$ cat config.mk
export PLATFORM = sky130hd
export DESIGN_NAME = quadra_sched
export DESIGN_NICKNAME = d
export VERILOG_FILES = /design/src/rtl/quadra_sched_pkg.sv /design/src/rtl/quadra_rr_arb.sv /design/src/rtl/quadra_sched.sv
export SDC_FILE = /design/constraint.sdc
export NUM_CORES = 1
export LEC_CHECK = 0
export CAP_MARGIN = 15
export CORE_MARGIN = 2
export CORE_UTILIZATION = 35
export CTS_BUF_LIST = sky130_fd_sc_hd__clkbuf_8
export CTS_CLUSTER_DIAMETER = 40
export DETAILED_ROUTE_END_ITERATION = 12
export DONT_BUFFER_PORTS = 1
export PLACE_DENSITY_LB_ADDON = 0.2
export SYNTH_ARGS = -nofsm -noshare
export SYNTH_HDL_FRONTEND = slang
export SYNTH_HIERARCHICAL = 1
export SYNTH_SLANG_ARGS = --single-unit
$ cat constraint.sdc
create_clock -name clk -period 2.6 [get_ports clk]
set_clock_uncertainty 0.1 [all_clocks]
set_input_delay 0.52 -clock clk [delete_from_list [all_inputs] [get_ports clk]]
set_output_delay 0.52 -clock clk [all_outputs]
set_load 0.02 [all_outputs]
$ cat src/rtl/quadra_sched_pkg.sv
// Shared types and constants for the quadra scheduler and its datapath.
package quadra_sched_pkg;

    localparam int unsigned QUADRA_LAT = 3;
    localparam int unsigned X_W        = 8;
    localparam int unsigned Y_W        = 16;
    localparam int unsigned TAG_MAX_W  = 3;   // wide enough for up to 8 requesters

    typedef logic                 ck_t;
    typedef logic                 rs_t;
    typedef logic                 dv_t;
    typedef logic [X_W-1:0]       x_t;
    typedef logic [Y_W-1:0]       y_t;
    typedef logic [TAG_MAX_W-1:0] tag_t;

    typedef struct packed {
        dv_t  vld;
        tag_t tag;
    } sched_slot_t;

endpackage

$ cat src/rtl/quadra_rr_arb.sv
// Combinational round-robin arbiter: first eligible index at or above ptr, wrapping.
module quadra_rr_arb
    import quadra_sched_pkg::*;
#(
    parameter int unsigned N = 4
) (
    input  logic [N-1:0] elig,
    input  tag_t         ptr,
    output logic [N-1:0] grant,
    output tag_t         idx
);

    logic        found;
    int unsigned j;

    always_comb begin
        grant = '0;
        idx   = '0;
        found = 1'b0;
        j     = 0;
        for (int unsigned k = 0; k < N; k++) begin
            j = (int'(ptr) + k) % N;
            for (int unsigned i = 0; i < N; i++) begin
                if (!found && i == j && elig[i]) begin
                    grant[i] = 1'b1;
                    idx      = tag_t'(i);
                    found    = 1'b1;
                end
            end
        end
    end

endmodule

$ cat src/rtl/quadra_sched.sv
// Shares one quadra pipeline between N requesters; tags steer each result back to its owner.
module quadra_sched
    import quadra_sched_pkg::*;
#(
    parameter int unsigned N   = 4,
    parameter int unsigned LAT = QUADRA_LAT
) (
    input  logic                  clk,
    input  logic                  rst_b,
    input  logic [N-1:0]          cfg_mask,
    input  logic [N-1:0][X_W-1:0] req_x,
    input  logic [N-1:0]          req_vld,
    output logic [N-1:0]          req_rdy,
    output logic [X_W-1:0]        q_x,
    output logic                  q_x_dv,
    input  logic [Y_W-1:0]        q_y,
    input  logic                  q_y_dv,
    output logic [Y_W-1:0]        rsp_y,
    output logic [N-1:0]          rsp_vld,
    output logic                  err,
    input  logic                  err_clr
);

    localparam int unsigned TAG_W = $clog2(N);

    if (N < 2 || N > 8 || TAG_W > TAG_MAX_W) begin : g_bad_n
        $error("quadra_sched: N must be in 2..8");
    end

    logic [N-1:0]   elig;
    logic [N-1:0]   grant;
    tag_t           idx;
    tag_t           ptr;
    tag_t           tag_0;
    logic [X_W-1:0] sel_x;
    sched_slot_t    pipe [LAT];
    sched_slot_t    tail;
    logic           misalign;

    assign elig    = req_vld & cfg_mask;
    assign req_rdy = grant;

    quadra_rr_arb #(.N(N)) u_arb (
        .elig  (elig),
        .ptr   (ptr),
        .grant (grant),
        .idx   (idx)
    );

    always_comb begin
        sel_x = '0;
        for (int unsigned i = 0; i < N; i++) begin
            if (grant[i]) sel_x = req_x[i];
        end
    end

    always_ff @(posedge clk or negedge rst_b) begin
        if (!rst_b) begin
            ptr    <= '0;
            q_x    <= '0;
            q_x_dv <= 1'b0;
            tag_0  <= '0;
        end else begin
            q_x_dv <= |grant;
            if (|grant) begin
                q_x   <= sel_x;
                tag_0 <= idx;
                ptr   <= (idx == tag_t'(N - 1)) ? '0 : idx + tag_t'(1);
            end
        end
    end

    // Tag pipe mirrors the datapath latency; it never stalls.
    always_ff @(posedge clk or negedge rst_b) begin
        if (!rst_b) begin
            for (int unsigned k = 0; k < LAT; k++) pipe[k] <= '0;
        end else begin
            pipe[0] <= '{vld: q_x_dv, tag: tag_0};
            for (int unsigned k = 1; k < LAT; k++) pipe[k] <= pipe[k-1];
        end
    end

    assign tail     = pipe[LAT-1];
    assign misalign = (tail.vld != q_y_dv);
    assign rsp_y    = q_y;

    always_comb begin
        rsp_vld = '0;
        for (int unsigned i = 0; i < N; i++) begin
            rsp_vld[i] = tail.vld & q_y_dv & (tail.tag == tag_t'(i));
        end
    end

    always_ff @(posedge clk or negedge rst_b) begin
        if (!rst_b) begin
            err <= 1'b0;
        end else if (misalign) begin
            err <= 1'b1;
        end else if (err_clr) begin
            err <= 1'b0;
        end
    end

endmodule

; Word-level counts from Yosys, hierarchy flattened
; Index checks and enable logic that the tools add are counted.
[op_classes]
reduce_logical = 53
addsub = 4
mux = 52
n_bitwise = 6
eq_ne = 17
[ops]
columns = cell, count
row1 = $logic_not A32 Y1, 4
row2 = $mux W1, 33
row3 = $mux W8, 4
row4 = $logic_and A1 B1 Y1, 31
row5 = $mux W2, 15
row6 = $eq A2 B2 Y1 const A, 8
row7 = $logic_not A1 Y1, 15
row8 = $eq A3 B2 Y1 const B, 3
row9 = $eq A1 B2 Y1 const A, 4
row10 = $and A1 B1 Y1, 5
row11 = $add A2 B1 Y2 const B, 2
row12 = $add A2 B2 Y2 const B, 2
row13 = $and A4 B4 Y4, 1
row14 = $reduce_or A4 Y1, 1
row15 = $eq A3 B1 Y1 const B, 1
row16 = $logic_not A3 Y1, 1
row17 = $reduce_bool A2 Y1, 1
row18 = $ne A1 B1 Y1, 1
[totals]
output_inout_bits = 34
in_bits = 60
regBits = 27

; Depth between registers and ports, before layout
[logic_depth]
word_depth = 65
ltp_mapped = 9
ltp_nobuf = 8

; By module
; Netlist, hierarchy kept.
[modules_own_cells]
columns = module, area_each_um2, seq_area_each_um2, cells_per_inst, n_inst
row1 = quadra_sched, 1387.6, 700.7, 129, 1
row2 = quadra_rr_arb, 198.9, 0.0, 32, 1

; Worst setup path after synthesis
; No wires, ideal clock.
[synth_path]
path_kind = input to register
from = input port req_vld[0]
to = register tag_0[1]
path_buffers = 1
path_stages = 8
setup_ns = 0.125
arrival_ns = 2.233
setup_slack_ns = 0.142
required_time_ns = 2.375
path_cell_list = and2_1 nor2b_4 nor3_1 o31a_1 buf_6 nor4_4 inv_2 mux2_4
[synth_via]
word_cells_on_any_way = 92
classes_between = mux (44) / bitwise (1) / reduce/logical (47)
[synth_rtl]
columns = element, line
row1 = start: declaration, quadra_sched.sv:12  ; input logic [N-1:0] req_vld,
row2 = $and A4 B4 Y4 *, quadra_sched.sv:40  ; assign elig = req_vld & cfg_mask;
row3 = $logic_and A1 B1 Y1, quadra_rr_arb.sv:24  ; if (!found && i == j && elig[i]) begin
row4 = $mux W1, quadra_rr_arb.sv:24
row5 = $logic_not A1 Y1, quadra_rr_arb.sv:24
row6 = $logic_and A1 B1 Y1 (2 in series), quadra_rr_arb.sv:24
row7 = $mux W1, quadra_rr_arb.sv:24
row8 = $logic_not A1 Y1, quadra_rr_arb.sv:24
row9 = $logic_and A1 B1 Y1 (2 in series), quadra_rr_arb.sv:24
row10 = (+41 left out), -
row11 = $logic_not A1 Y1, quadra_rr_arb.sv:24
row12 = $logic_and A1 B1 Y1 (2 in series), quadra_rr_arb.sv:24
row13 = $mux W1, quadra_rr_arb.sv:24
row14 = $logic_not A1 Y1, quadra_rr_arb.sv:24
row15 = $logic_and A1 B1 Y1 (2 in series), quadra_rr_arb.sv:24
row16 = $mux W1 *, quadra_rr_arb.sv:24
row17 = via req_rdy[2], quadra_sched.sv:13  ; output logic [N-1:0] req_rdy,
row18 = $reduce_or A4 Y1 *, quadra_sched.sv:65  ; if (|grant) begin
row19 = end signal: assignment, quadra_sched.sv:67  ; tag_0 <= idx;
row20 = end: declaration, quadra_sched.sv:34  ; tag_t tag_0;
; The timed path passes the listed nets; every way through them passes the cells marked *.
; A chain may end at the register's enable or synchronous reset.

; Worst setup path in the final report
[layout_path]
from = register ptr[1]
to = output port req_rdy[2]
[layout_via]
elab_chain_len = 59
word_cells_on_any_way = 79
classes_between = add/sub (3) / eq/ne (11) / mux (18) / reduce/logical (47)
[layout_lines]
columns = element, line
row1 = start: declaration, quadra_sched.sv:33  ; tag_t ptr;
row2 = start signal: assignment, quadra_sched.sv:68  ; ptr <= (idx == tag_t'(N - 1)) ? '0 : idx + tag_t'(1);
row3 = $logic_not A32 Y1, quadra_rr_arb.sv:24
row4 = $logic_and A1 B1 Y1, quadra_rr_arb.sv:24
row5 = $mux W1, quadra_rr_arb.sv:24
row6 = $logic_not A1 Y1, quadra_rr_arb.sv:24
row7 = $logic_and A1 B1 Y1 (2 in series), quadra_rr_arb.sv:24
row8 = $mux W1, quadra_rr_arb.sv:24
row9 = $logic_not A1 Y1, quadra_rr_arb.sv:24
row10 = $logic_and A1 B1 Y1 (2 in series), quadra_rr_arb.sv:24
row11 = (+38 left out), -
row12 = $logic_and A1 B1 Y1 (2 in series), quadra_rr_arb.sv:24
row13 = $mux W1, quadra_rr_arb.sv:24
row14 = $logic_not A1 Y1, quadra_rr_arb.sv:24
row15 = $logic_and A1 B1 Y1 (2 in series), quadra_rr_arb.sv:24
row16 = $mux W1, quadra_rr_arb.sv:24
row17 = $logic_not A1 Y1, quadra_rr_arb.sv:24
row18 = $logic_and A1 B1 Y1 (2 in series), quadra_rr_arb.sv:24
row19 = $mux W1 *, quadra_rr_arb.sv:24
row20 = end: declaration, quadra_sched.sv:13
; Mark *: on every way between the ends. The rest lies on a longest branch, timed or not.

==> impl_metrics.tcl <==
set metrics [dict create \
    status "complete, no violations" \
    routedWlPerCell_um 16.62 \
    fin_total_pwr_mw 1.451 \
    rsz0062_at_grt "false" \
    highest_layer "met4" \
    nets 211 \
    first_iter_violations 108 \
    antenna_found_initial 0 \
    clk_latency_ps 270 \
    start_util_pct 36.07 \
    met3_length_um 291 \
    dp_hpwl_um 2530 \
    grt_pass1_wl_um 5485 \
    seq_area_um2 675.6 \
    wl_met1_um 1472 \
    core_mm2 0.004294 \
    cts.clk_slew.worst_paths_ps 90 \
    yosysWarningCount 6 \
    place_ws_ps 158.1 \
    gp_congestion 0.7880 \
    synth_cells 157 \
    holdWs_ps 255.7 \
    fp-row-count 24 \
    dr_wl_met2_um 1534 \
    setup_slack_ps 185.0 \
    p_per_area_mw_per_mm2 911.0 \
    clockRootBuffer "clkbuf_8" \
    syn_avg_cell_area_um2 9.866 \
    drtAntennaViolNets 0 \
    min_period_ps 2415 \
    via_count 1094 \
    leakage_nw 0.7646 \
    io_pins 94 \
    critPathArrivalTime_ps 1790 \
    drive_gt1_share_pct 15.54 \
    cts.hold.buffers_added 2 \
    die_area_mm2 0.004974 \
    syn2layout_area_growth_pct 2.827 \
    syn_area_mm2 0.001549 \
    die_w_um 70.53 \
    worst_pin_slew_ps 534.2 \
    cts.repair.resized 0 \
    final_core_util_pct 37.09 \
    hp-class "flop to flop" \
    end_kind "primary output" \
    fin_crit_sh_pct 92.88 \
    totalWireLength_um 3323 \
    cts_setup_buffers 0 \
    crit_type "flop to primary output" \
    grt_start_max_net_pins 28 \
    start_kind "flop" \
    hold_viol_final 0 \
    viasPerCell 5.470 \
    drtPass1Iterations 4 \
    multi_input_area_um2 681.9 \
    timing.fmax_ghz 0.4141 \
    peakVddDrop_v 0.0002660 \
    synth_fp_nets 219 \
    relSlewSlack_pct 64.39 \
    grt_pass1_vias 1041 \
    diodes 0 \
    cts_sinks 27 \
    finalSetupViolCount 0 \
    drc 0 \
    crit_required_ps 1980 \
    path_max_fanout 15 \
    grt_overflow_total 0 \
    io_buffer_count 0 \
    n_fill_cell 436 \
    cap_violations 0 \
    final_common_cell "dfrtp_1" \
    htreeDepth 1 \
    die_h_um 70.53 \
    fin_setup_tns_ps 0 \
    max-clock-path-buffers 2 \
    slew_violations 0 \
    mostFrequentLayoutCells "27 x dfrtp_1, 13 x nand2_1, 13 x o21ai_0, 10 x buf_4, 9 x a21o_1" \
    grt.total_usage_pct 13.85 \
    tritoncts "done" \
    cts_buffers 3 \
]
worst max-delay path, stage by stage (launching register included):
cell and delay [ps]:
dfrtp_1 510, inv_1 150, nor2_1 130, o31a_1 490, buf_4 240
flip-flops by register name (all words and copies together) (netlist names):
signal  count
pipe       12
q_x         8
tag_0       3
ptr         2
err         1
q_x_dv      1
per-stage QoR:
step | cell area (um^2) | cells
after floorplan | 1549 | 157
after global placement | 1516 | 194
after detailed placement | 1516 | 194
after CTS | 1593 | 200
after global routing | 1593 | 200
final | 1593 | 200
metal layers:
metal / GRT usage (%) / vias to the layer above
met4: 5.556 / 0
met3: 3.896 / 4
met5: 0 / -
li1: - / 508
met1: 18.91 / 525
met2: 20.75 / 57
final cells by class:
class | count | share of cell area (%)
sequential | 27 | 42.42
clock buffer | 3 | 2.592
multi-input combinational | 100 | 42.81
timing repair buffer | 12 | 6.599
clock inverter | 1 | 0.3142
tap | 52 | 4.085
inverter | 5 | 1.178
path summary, 6_finish.rpt:
check	startpoint	endpoint	slack [ps]	depth (start not counted)
max	ptr[1]	req_rdy[2]	190	4
max in group asynchronous	rst_b	q_x[1]	1660	2
min	pipe[6]	pipe[2]	260	0
min in group asynchronous	rst_b	pipe[5]	590	2
max reg2reg	ptr[1]	q_x[2]	370	6
min reg2reg	pipe[6]	pipe[2]	260	0
power breakdown:
group          switching (mW)  leakage (nW)  internal (mW)
clock network           0.131        0.0255          0.107
logic                   0.211         0.414          0.184
registers               0.225         0.326          0.593
Note: power is estimated with default switching activity, not from simulation.
